File: config.mk
export PLATFORM = sky130hd
export DESIGN_NAME = serial_link_rx_fifo_flat
export DESIGN_NICKNAME = d
export VERILOG_FILES = /design/src/rtl/serial_link_rx_fifo_if.sv /design/src/rtl/serial_link_rx_fifo.sv /design/src/flat_wrapper.sv
export SDC_FILE = /design/constraint.sdc
export NUM_CORES = 1
export LEC_CHECK = 0
export BUFFER_PORTS_ARGS = -buffer_cell sky130_fd_sc_hd__buf_2
export CAP_MARGIN = 20
export CELL_PAD_IN_SITES_DETAIL_PLACEMENT = 1
export CELL_PAD_IN_SITES_GLOBAL_PLACEMENT = 1
export CORE_ASPECT_RATIO = 0.8
export CORE_MARGIN = 1.5
export CORE_UTILIZATION = 47
export CTS_BUF_LIST = sky130_fd_sc_hd__clkbuf_8
export CTS_CLUSTER_DIAMETER = 200
export DETAILED_ROUTE_END_ITERATION = 8
export PLACE_DENSITY = 0.87
export SYNTH_ARGS = -nofsm -noshare
export SYNTH_HDL_FRONTEND = slang
export SYNTH_SLANG_ARGS = --single-unit
File: constraint.sdc
create_clock -name clk_i -period 4.9 [get_ports clk_i]
set_input_delay 0.735 -clock clk_i [delete_from_list [all_inputs] [get_ports clk_i]]
set_output_delay 0.735 -clock clk_i [all_outputs]
set_load 0.05 [all_outputs]
File: src/rtl/serial_link_rx_fifo_if.sv
// AXI-lite write channel plus OBI reader port of serial_link_rx_fifo.
// Signal names keep their _i/_o suffixes as seen from the FIFO, which uses the slave modport.
interface serial_link_rx_fifo_if #(
  parameter int DATA_WIDTH = 32,
  parameter int ADDR_WIDTH = 32
);
  logic                    aw_valid_i;
  logic                    aw_ready_o;
  logic                    w_valid_i;
  logic                    w_ready_o;
  logic [DATA_WIDTH-1:0]   w_data_i;
  logic [DATA_WIDTH/8-1:0] w_strb_i;
  logic                    b_valid_o;
  logic                    b_ready_i;
  logic [1:0]              b_resp_o;
  logic                    obi_req_i;
  logic                    obi_we_i;
  logic [ADDR_WIDTH-1:0]   obi_addr_i;
  logic [DATA_WIDTH/8-1:0] obi_be_i;
  logic [DATA_WIDTH-1:0]   obi_wdata_i;
  logic                    obi_gnt_o;
  logic                    obi_rvalid_o;
  logic [DATA_WIDTH-1:0]   obi_rdata_o;

  modport slave (
    input  aw_valid_i, w_valid_i, w_data_i, w_strb_i, b_ready_i,
           obi_req_i, obi_we_i, obi_addr_i, obi_be_i, obi_wdata_i,
    output aw_ready_o, w_ready_o, b_valid_o, b_resp_o,
           obi_gnt_o, obi_rvalid_o, obi_rdata_o
  );

  modport master (
    output aw_valid_i, w_valid_i, w_data_i, w_strb_i, b_ready_i,
           obi_req_i, obi_we_i, obi_addr_i, obi_be_i, obi_wdata_i,
    input  aw_ready_o, w_ready_o, b_valid_o, b_resp_o,
           obi_gnt_o, obi_rvalid_o, obi_rdata_o
  );
endinterface

File: src/rtl/serial_link_rx_fifo.sv
// RX FIFO: AXI-lite writes push, OBI reads pop DATA (rvalid 1 cycle after grant, data readable 1 cycle after push).
// aw/w ready drop while full or a B response is pending; SERIAL_LINK_RX_FIFO_IRQ_EN adds the THRESH level irq.
module serial_link_rx_fifo #(
  parameter int DATA_WIDTH = 32,
  parameter int DEPTH      = 8,
  parameter int ADDR_WIDTH = 32
) (
  input  logic                 clk_i,
  input  logic                 rst_ni,
  serial_link_rx_fifo_if.slave bus,
  output logic                 irq_o
);
  localparam int PW = $clog2(DEPTH);
  localparam int CW = PW + 1;
  localparam int SW = DATA_WIDTH / 8;
  localparam logic [CW-1:0] FULL_CNT = CW'(DEPTH);

  typedef enum logic {S_IDLE, S_RESP} state_t;

  state_t                r_state;
  logic                  r_b_valid;
  logic [DATA_WIDTH-1:0] r_mem [DEPTH];
  logic [PW-1:0]         r_wptr;
  logic [PW-1:0]         r_rptr;
  logic [CW-1:0]         r_count;
  logic                  r_ovf;
  logic                  r_rvalid;
  logic [DATA_WIDTH-1:0] r_rdata;

  logic                  w_full;
  logic                  w_empty;
  logic                  w_wr_rdy;
  logic                  w_push;
  logic                  w_pop;
  logic                  w_ovf_set;
  logic                  w_clr;
  logic                  w_obi_rd;
  logic                  w_obi_wr;
  logic [1:0]            w_reg;
  logic [15:0]           w_thresh;
  logic [DATA_WIDTH-1:0] w_push_dat;
  logic [DATA_WIDTH-1:0] w_status;
  logic [DATA_WIDTH-1:0] w_rdata_nxt;
  logic                  w_unused;

  assign w_full    = (r_count == FULL_CNT);
  assign w_empty   = (r_count == '0);
  // Ready is gated by rst_ni so the writer sees no acceptance while reset is held.
  assign w_wr_rdy  = rst_ni && (r_state == S_IDLE) && !w_full;
  assign w_push    = w_wr_rdy && bus.aw_valid_i && bus.w_valid_i;
  assign w_ovf_set = bus.aw_valid_i && bus.w_valid_i && w_full;

  assign w_reg     = bus.obi_addr_i[3:2];
  assign w_obi_rd  = bus.obi_req_i && !bus.obi_we_i;
  assign w_obi_wr  = bus.obi_req_i && bus.obi_we_i;
  assign w_pop     = w_obi_rd && (w_reg == 2'd0) && !w_empty;
  assign w_clr     = w_obi_wr && (w_reg == 2'd3) && (|bus.obi_be_i);

  assign bus.aw_ready_o   = w_wr_rdy;
  assign bus.w_ready_o    = w_wr_rdy;
  assign bus.b_valid_o    = r_b_valid;
  assign bus.b_resp_o     = 2'b00;
  assign bus.obi_gnt_o    = bus.obi_req_i;
  assign bus.obi_rvalid_o = r_rvalid;
  assign bus.obi_rdata_o  = r_rdata;

  always_comb begin
    w_push_dat = '0;
    for (int b = 0; b < SW; b++) begin
      if (bus.w_strb_i[b]) w_push_dat[8*b +: 8] = bus.w_data_i[8*b +: 8];
    end
  end

  always_comb begin
    w_status          = '0;
    w_status[0]       = w_empty;
    w_status[1]       = w_full;
    w_status[2]       = r_ovf;
    w_status[8 +: CW] = r_count;
  end

  // Writes and empty DATA reads return zero.
  always_comb begin
    w_rdata_nxt = '0;
    if (w_obi_rd) begin
      case (w_reg)
        2'd0:    if (!w_empty) w_rdata_nxt = r_mem[r_rptr];
        2'd1:    w_rdata_nxt = w_status;
        2'd2:    w_rdata_nxt[15:0] = w_thresh;
        default: w_rdata_nxt = '0;
      endcase
    end
  end

  always_ff @(posedge clk_i) begin
    if (!rst_ni) begin
      r_state   <= S_IDLE;
      r_b_valid <= 1'b0;
    end else begin
      case (r_state)
        S_IDLE: if (w_push) begin
          r_state   <= S_RESP;
          r_b_valid <= 1'b1;
        end
        S_RESP: if (bus.b_ready_i) begin
          r_state   <= S_IDLE;
          r_b_valid <= 1'b0;
        end
      endcase
    end
  end

  always_ff @(posedge clk_i) begin
    if (w_push) r_mem[r_wptr] <= w_push_dat;
  end

  always_ff @(posedge clk_i) begin
    if (!rst_ni) begin
      r_wptr  <= '0;
      r_rptr  <= '0;
      r_count <= '0;
    end else begin
      if (w_push) r_wptr <= r_wptr + PW'(1);
      if (w_pop)  r_rptr <= r_rptr + PW'(1);
      if (w_push && !w_pop)      r_count <= r_count + CW'(1);
      else if (w_pop && !w_push) r_count <= r_count - CW'(1);
    end
  end

  always_ff @(posedge clk_i) begin
    if (!rst_ni) begin
      r_rvalid <= 1'b0;
      r_rdata  <= '0;
      r_ovf    <= 1'b0;
    end else begin
      r_rvalid <= bus.obi_req_i;
      r_rdata  <= w_rdata_nxt;
      if (w_ovf_set)  r_ovf <= 1'b1;
      else if (w_clr) r_ovf <= 1'b0;
    end
  end

`ifdef SERIAL_LINK_RX_FIFO_IRQ_EN
  logic [15:0] r_thresh;
  logic        r_irq;

  always_ff @(posedge clk_i) begin
    if (!rst_ni) begin
      r_thresh <= 16'(DEPTH / 2);
      r_irq    <= 1'b0;
    end else begin
      if (w_obi_wr && (w_reg == 2'd2)) begin
        if (bus.obi_be_i[0]) r_thresh[7:0]  <= bus.obi_wdata_i[7:0];
        if (bus.obi_be_i[1]) r_thresh[15:8] <= bus.obi_wdata_i[15:8];
      end
      r_irq <= (r_thresh != 16'd0) && (17'(r_count) >= {1'b0, r_thresh});
    end
  end

  assign w_thresh = r_thresh;
  assign irq_o    = r_irq;
  assign w_unused = ^{bus.obi_addr_i[ADDR_WIDTH-1:4], bus.obi_addr_i[1:0],
                      bus.obi_wdata_i[DATA_WIDTH-1:16]};
`else
  assign w_thresh = 16'd0;
  assign irq_o    = 1'b0;
  assign w_unused = ^{bus.obi_addr_i[ADDR_WIDTH-1:4], bus.obi_addr_i[1:0], bus.obi_wdata_i};
`endif

endmodule

File: src/flat_wrapper.sv
// flat-port wrapper written by rule: the top's interface ports become plain ports
module serial_link_rx_fifo_flat 
#(
  parameter int DATA_WIDTH = 32,
  parameter int DEPTH      = 8,
  parameter int ADDR_WIDTH = 32
)
  (clk_i, rst_ni, irq_o, bus_aw_valid_i, bus_w_valid_i, bus_w_data_i, bus_w_strb_i, bus_b_ready_i, bus_obi_req_i, bus_obi_we_i, bus_obi_addr_i, bus_obi_be_i, bus_obi_wdata_i, bus_aw_ready_o, bus_w_ready_o, bus_b_valid_o, bus_b_resp_o, bus_obi_gnt_o, bus_obi_rvalid_o, bus_obi_rdata_o);
  serial_link_rx_fifo_if #(.DATA_WIDTH(DATA_WIDTH), .ADDR_WIDTH(ADDR_WIDTH)) bus_i ();
  input  logic clk_i;
  input  logic rst_ni;
  output logic irq_o;
  input wire logic [$bits(bus_i.aw_valid_i)-1:0] bus_aw_valid_i;
  input wire logic [$bits(bus_i.w_valid_i)-1:0] bus_w_valid_i;
  input wire logic [$bits(bus_i.w_data_i)-1:0] bus_w_data_i;
  input wire logic [$bits(bus_i.w_strb_i)-1:0] bus_w_strb_i;
  input wire logic [$bits(bus_i.b_ready_i)-1:0] bus_b_ready_i;
  input wire logic [$bits(bus_i.obi_req_i)-1:0] bus_obi_req_i;
  input wire logic [$bits(bus_i.obi_we_i)-1:0] bus_obi_we_i;
  input wire logic [$bits(bus_i.obi_addr_i)-1:0] bus_obi_addr_i;
  input wire logic [$bits(bus_i.obi_be_i)-1:0] bus_obi_be_i;
  input wire logic [$bits(bus_i.obi_wdata_i)-1:0] bus_obi_wdata_i;
  output wire logic [$bits(bus_i.aw_ready_o)-1:0] bus_aw_ready_o;
  output wire logic [$bits(bus_i.w_ready_o)-1:0] bus_w_ready_o;
  output wire logic [$bits(bus_i.b_valid_o)-1:0] bus_b_valid_o;
  output wire logic [$bits(bus_i.b_resp_o)-1:0] bus_b_resp_o;
  output wire logic [$bits(bus_i.obi_gnt_o)-1:0] bus_obi_gnt_o;
  output wire logic [$bits(bus_i.obi_rvalid_o)-1:0] bus_obi_rvalid_o;
  output wire logic [$bits(bus_i.obi_rdata_o)-1:0] bus_obi_rdata_o;
  assign bus_i.aw_valid_i = bus_aw_valid_i;
  assign bus_i.w_valid_i = bus_w_valid_i;
  assign bus_i.w_data_i = bus_w_data_i;
  assign bus_i.w_strb_i = bus_w_strb_i;
  assign bus_i.b_ready_i = bus_b_ready_i;
  assign bus_i.obi_req_i = bus_obi_req_i;
  assign bus_i.obi_we_i = bus_obi_we_i;
  assign bus_i.obi_addr_i = bus_obi_addr_i;
  assign bus_i.obi_be_i = bus_obi_be_i;
  assign bus_i.obi_wdata_i = bus_obi_wdata_i;
  assign bus_aw_ready_o = bus_i.aw_ready_o;
  assign bus_w_ready_o = bus_i.w_ready_o;
  assign bus_b_valid_o = bus_i.b_valid_o;
  assign bus_b_resp_o = bus_i.b_resp_o;
  assign bus_obi_gnt_o = bus_i.obi_gnt_o;
  assign bus_obi_rvalid_o = bus_i.obi_rvalid_o;
  assign bus_obi_rdata_o = bus_i.obi_rdata_o;
  serial_link_rx_fifo #(.DATA_WIDTH(DATA_WIDTH), .DEPTH(DEPTH), .ADDR_WIDTH(ADDR_WIDTH)) u_core (.clk_i(clk_i), .rst_ni(rst_ni), .bus(bus_i), .irq_o(irq_o));
endmodule
### Yosys cells after proc, flatten, opt, wreduce, memory -nomap -nowiden

Memory sizes are Yosys's and may differ from the RTL's. A register that Yosys moved wholly into a read port is not among the register bits.
Index checks and enable logic that the tools add are counted.

* bits in writable memories: 256
* latch bits: 0
* input port bits: 111
* bits in read-only memories: 0
* bits in registers: 46
* memories: 1

* shift operators: 0
* add/sub/neg operators: 4
* reductions and logical operators: 27
* order comparisons: 0
* div/mod/pow operators: 0
* mux-type cells: 19
* eq/ne operators: 5
* bitwise operators: 4
* multiply operators: 0

Memories
* u_core.r_mem: words 8, width 32, rd ports 1, clocked after memory_dff 1, write ports 1, RTL line serial_link_rx_fifo.sv:22 `logic [DATA_WIDTH-1:0] r_mem [DEPTH];`

Operators with widths (number)
* 2-to-1 mux 8 bit: 4
* case mux 16 bit (2 select lines): 1
* 2-to-1 mux 16 bit: 1
* logical AND 1 bit: 14
* 2-to-1 mux 4 bit: 2
* OR reduction 4 bit: 2
* 2-to-1 mux 1 bit: 7
* adder 3 x 1 -> 3 bit, second input constant: 2
* 2-to-1 mux 3 bit: 2
* zero test 1 bit: 5
* adder 4 x 1 -> 4 bit, second input constant: 1
* equality test 4 bit, second input constant: 1
* zero test 4 bit: 1
* inverter 1 bit: 4
* case mux 1 bit (2 select lines): 2
* AND reduction 2 bit: 2
* nonzero test 2 bit: 2
* subtractor 4 x 1 -> 4 bit, second input constant: 1
* equality test 2 x 1 -> 1 bit, second input constant: 1
* equality test 2 bit, second input constant: 1
* zero test 2 bit: 1
* != test 2 x 1 -> 1 bit, second input constant: 1
* != test 2 bit, second input constant: 1

### Depth between registers and ports, before layout

* word-level depth: 9
* gate-level depth with buffers: 11

### Worst setup path before layout

Ideal clock, no wire load.

* path kind: in2reg
* from: input rst_ni
* to: memory u_core.r_mem[2][0], enable pin
* setup time: 513 ps
* path slack: -530 ps
* arrival time: 4917 ps
* cell stages on the path: 3
* buffers on the path: 0
* path through: nor3b_4 -> nand3_4 -> nor4b_1

* word-level cells in the longest chain between the ends: 6

Ends and longest elaborated chain
* start: declaration: RTL line flat_wrapper.sv:11 `input logic rst_ni;`
* logical AND 1 bit (2 in series): RTL line serial_link_rx_fifo.sv:49 `assign w_wr_rdy = rst_ni && (r_state == S_IDLE) && !w_full;`
* logical AND 1 bit (2 in series): RTL line serial_link_rx_fifo.sv:50 `assign w_push = w_wr_rdy && bus.aw_valid_i && bus.w_valid_i;`
* 2-to-1 mux 1 bit: RTL line serial_link_rx_fifo.sv:114 `if (w_push) r_mem[r_wptr] <= w_push_dat;`
* 2-to-1 mux 1 bit (implied by the code): RTL line serial_link_rx_fifo.sv:114
* end: declaration: RTL line serial_link_rx_fifo.sv:22

Every way passes these cells.

### Worst setup path in the final report

* from: register u_core.r_count[0]
* to: register u_core.r_count[3]

* word-level cells in the longest chain between the ends: 8
* elaborated cells between the ends (all ways): 17

Ends and longest elaborated chain
* start: declaration: RTL line serial_link_rx_fifo.sv:25 `logic [CW-1:0] r_count;`
* start signal: assignment: RTL line serial_link_rx_fifo.sv:125 `if (w_push && !w_pop) r_count <= r_count + CW'(1);`
* start signal: assignment: RTL line serial_link_rx_fifo.sv:126 `else if (w_pop && !w_push) r_count <= r_count - CW'(1);`
* equality test 4 bit *: RTL line serial_link_rx_fifo.sv:46 `assign w_full = (r_count == FULL_CNT);`
* zero test 1 bit *: RTL line serial_link_rx_fifo.sv:49
* logical AND 1 bit *: RTL line serial_link_rx_fifo.sv:49
* logical AND 1 bit * (2 in series): RTL line serial_link_rx_fifo.sv:50
* named net u_core.w_push: RTL line serial_link_rx_fifo.sv:33 `logic w_push;`
* zero test 1 bit: RTL line serial_link_rx_fifo.sv:126
* logical AND 1 bit: RTL line serial_link_rx_fifo.sv:126
* nonzero test 2 bit (no source line)

Mark *: on every way through the listed nets, which the timed path passes. The rest lies on a longest branch. The select of a mux whose other input is x is not followed.
A chain may end at the register's enable or synchronous reset.

==> flow_summary_export.csv <==
group,metric,value,unit
run_status,status,"complete, no violations",
placed_design,placed_cell_area,12400,µm²
power_and_ir_drop,p_clk_frac,0.414,
final_layout,fin_area,13400,µm²
timing,period_needed,3.02,ns
final_layout,stdcell_count,1043,
clocking,htreeDepth,2,
final_layout,diodes,0,
placed_design,dpl.cell_count,957,
timing,tns,0,ns
final_layout,post-route-util,0.553,
clocking,cts_root_buffer,"clkbuf_8",
worst_hold_path,whs_path_depth,2,
routing,vias_per_cell,5.45,
critical_path,cp-start-kind,"flop",
clocking,clk_latency,0.57,ns
die,floorplan.die_area,25600,µm²
routing,wl_met3,1080,µm
synth,synth_area,11600,µm²
routing,via_count,5688,
synth,synth_seq_cells,305,
synth,yosys_warnings,0,
grt,grt_overflow,0,
power_and_ir_drop,intPower,4.07,mW
timing,relSlewSlack,0.281,
synth,syn_inst,566,
die,start_util,0.477,
clocking,clk_pin_slew,0.06,ns
power_and_ir_drop,power.switching,1.13,mW
placed_design,routabilityCongestion,0.745,
final_layout,drive_gt1_frac,0.354,
critical_path,cp_data_arrival_time,3.50,ns
flow_run,drv_cap,0,
worst_hold_path,min-delay-path-class,"primary input to flop",
synth,netlist-cell-type-count,41,
grt,track_usage,0.205,
grt,grt_pass1_wl,38200,µm
die,core_area,24200,µm²
synth,ys_async_sr_fraction,0,
die,std_cell_rows,51,
clocking,cts_resized,0,
synth,ys.flop_type,"edfxtp_1",
timing,finalSetupViolCount,0,
timing,fin_skew,0.0319,ns
placed_design,portBuffers,85,
die,ioPinCount,151,
routing,routedWlPerCell,24.1,µm
critical_path,critPathKind,"flop to flop",
synth,yosysSeqAreaShare,0.750,
critical_path,critPathMaxFanout,7,
timing,worst_pin_slew,1.08,ns
synth,synth_commonest_cells,"256 x edfxtp_1, 64 x mux4_2, 49 x dfxtp_1",
clocking,cts_made_buffers,46,
timing,clock.fmax,331,MHz
power_and_ir_drop,comb_power_share,0.037,
power_and_ir_drop,power.leakage,4.51,nW
critical_path,required,5.38,ns
grt,grt_antenna_before_repair,0,
final_layout,final_nets,804,
routing,wl_met2,13100,µm
routing,routed_wirelength,25100,µm
power_and_ir_drop,peakVddDrop,0.179,mV
clocking,cts_sinks,305,
synth,synth_top_area_frac,0.665,
die,die_x,178,µm
final_layout,synthToLayoutAreaGrowth,15.9,%
clocking,cts_tree,"built",
routing,ant_nets,0,
timing,rsz0062_at_grt,"no",
final_layout,fill_cells,2163,
power_and_ir_drop,seq_power_share,0.548,
routing,first_pass_iters,4,
clocking,postCtsSetupRepairBufs,0,
synth,synthTopCellsByArea,"edfxtp_1 66%, mux4_2 12%, dfxtp_1 8.5%",
power_and_ir_drop,switching_share,0.217,
synth,synth.avg_cell_area,20.4,µm²
timing,finalCritPeriodShare,0.616,
placed_design,dp_hpwl,14900,µm
routing,drt_iter0_markers,378,
critical_path,r2r_cells,11,
grt,grt_max_degree,65,
synth,yosys.cell_count.top_type,"edfxtp_1",
timing,drv_slew,0,
grt,grt_pass1_vias,6353,
routing,met1_length,10400,µm
synth,synth_area_leader_cell,"edfxtp_1",
clocking,holdBufCountCts,0,
critical_path,end_kind,"flop",
power_and_ir_drop,p_per_area,388,nW/µm²
timing,finalHoldViolCount,0,
routing,post-route-drc-count,0,
clocking,clockBufferDepth,3,
routing,maxUsedRoutingLayer,"met4",
die,fp.dieH,143,µm
synth,synth_edf_count,256,
==> cell type report <==
| class | instances | area [µm²] | area share |
|---|---|---|---|
| Clock buffer | 53 | 729 | 0.0544 |
| Clock inverter | 33 | 243 | 0.0181 |
| Inverter | 2 | 12.5 | 0.000934 |
| Multi-Input combinational cell | 232 | 2760 | 0.206 |
| Sequential cell | 305 | 8680 | 0.648 |
| Tap cell | 318 | 398 | 0.0297 |
| Timing Repair Buffer | 100 | 579 | 0.0432 |
==> final timing paths <==
path | start | end | slack [ns]
max | u_core.r_count[0] | u_core.r_count[3] | 1.88
min reg2reg | u_core.bus.b_valid_o | u_core.bus.b_valid_o | 0.51
max reg2reg | u_core.r_count[0] | u_core.r_count[3] | 1.88
min | bus_obi_req_i | u_core.bus.obi_rvalid_o | 0.47
==> stage by stage <==
| stage | power, mW | hold slack, ns | worst slack (ns) |
|---|---|---|---|
| after detailed placement | 3.10 | 0.498 | 1.63 |
| after CTS | 5.24 | 0.443 | 1.89 |
| after global placement | 3.08 | 0.454 | 1.74 |
| final | 5.20 | 0.473 | 1.88 |
| after global routing | 5.35 | 0.480 | 1.71 |
| after floorplan | 3.03 | 0.426 | 0.521 |
==> sequential cells by signal, summed over array words and instances (netlist names), named ones only <==
register and count:
u_core.r_wptr 3, u_core.r_mem 256, u_core.bus.obi_rdata_o 32, u_core.r_state 1, u_core.r_count 4, u_core.bus.obi_rvalid_o 1, u_core.bus.b_valid_o 1, u_core.r_rptr 3
u_core.r_ovf 1
==> power by group through the flow <==
stage                     Clock [mW]  Sequential (mW)  Combinational, mW
after detailed placement           0             2.91              0.191
after CTS                       2.19             2.85              0.195
after global routing            2.29             2.85              0.208
after floorplan                    0             2.90              0.123
after global placement             0             2.90              0.176
final                           2.15             2.85              0.194
==> cells by family (layout without fill, tap and decap cells) <==
family                     count (synthesis)  in the layout  share of synthesized area
adders and majority gates                  6              6                    0.00714
xor gates and xnor gates                   5              5                    0.00444
buffers and inverters                     31            188                     0.0186
muxes                                    100            100                      0.156
other                                      1              3                   0.000324
and+or+nand+nor                          102            102                     0.0532
AOI/OAI and AO/OA                         16             16                     0.0106
DFF                                      305            305                      0.750
==> critical path: stages (launching register included) <==
cell      delay (ns)
dfxtp_1         0.43
nor4b_4         0.52
nor3b_4         0.10
nand3_4         0.20
inv_6           0.09
ha_1            0.21
inv_1           0.14
ha_1            0.31
a21oi_1         0.27
a211oi_1        0.15
a31oi_1         0.27
mux2i_1         0.25
==> layout by cell type (no fill, tap or decap), types with 4 or more instances in the layout <==
master	instances
o2bb2ai_1	7
edfxtp_1	256
dfxtp_1	46
clkinv_2	14
mux4_2	64
nand2_1	7
clkinv_1	6
buf_2	85
and2_1	40
xnor2_1	4
inv_1	8
clkbuf_8	53
ha_1	5
nor2_1	27
mux2i_1	36
buf_4	11
nand3_1	4
==> metal layers <==
layer / track usage / up-vias
met1: 0.257 / 2961
met5: 0 / -
li1: - / 2507
met2: 0.360 / 171
met3: 0.0319 / 49
met4: 0.0741 / 0
Power figures use the tool's default switching activity.
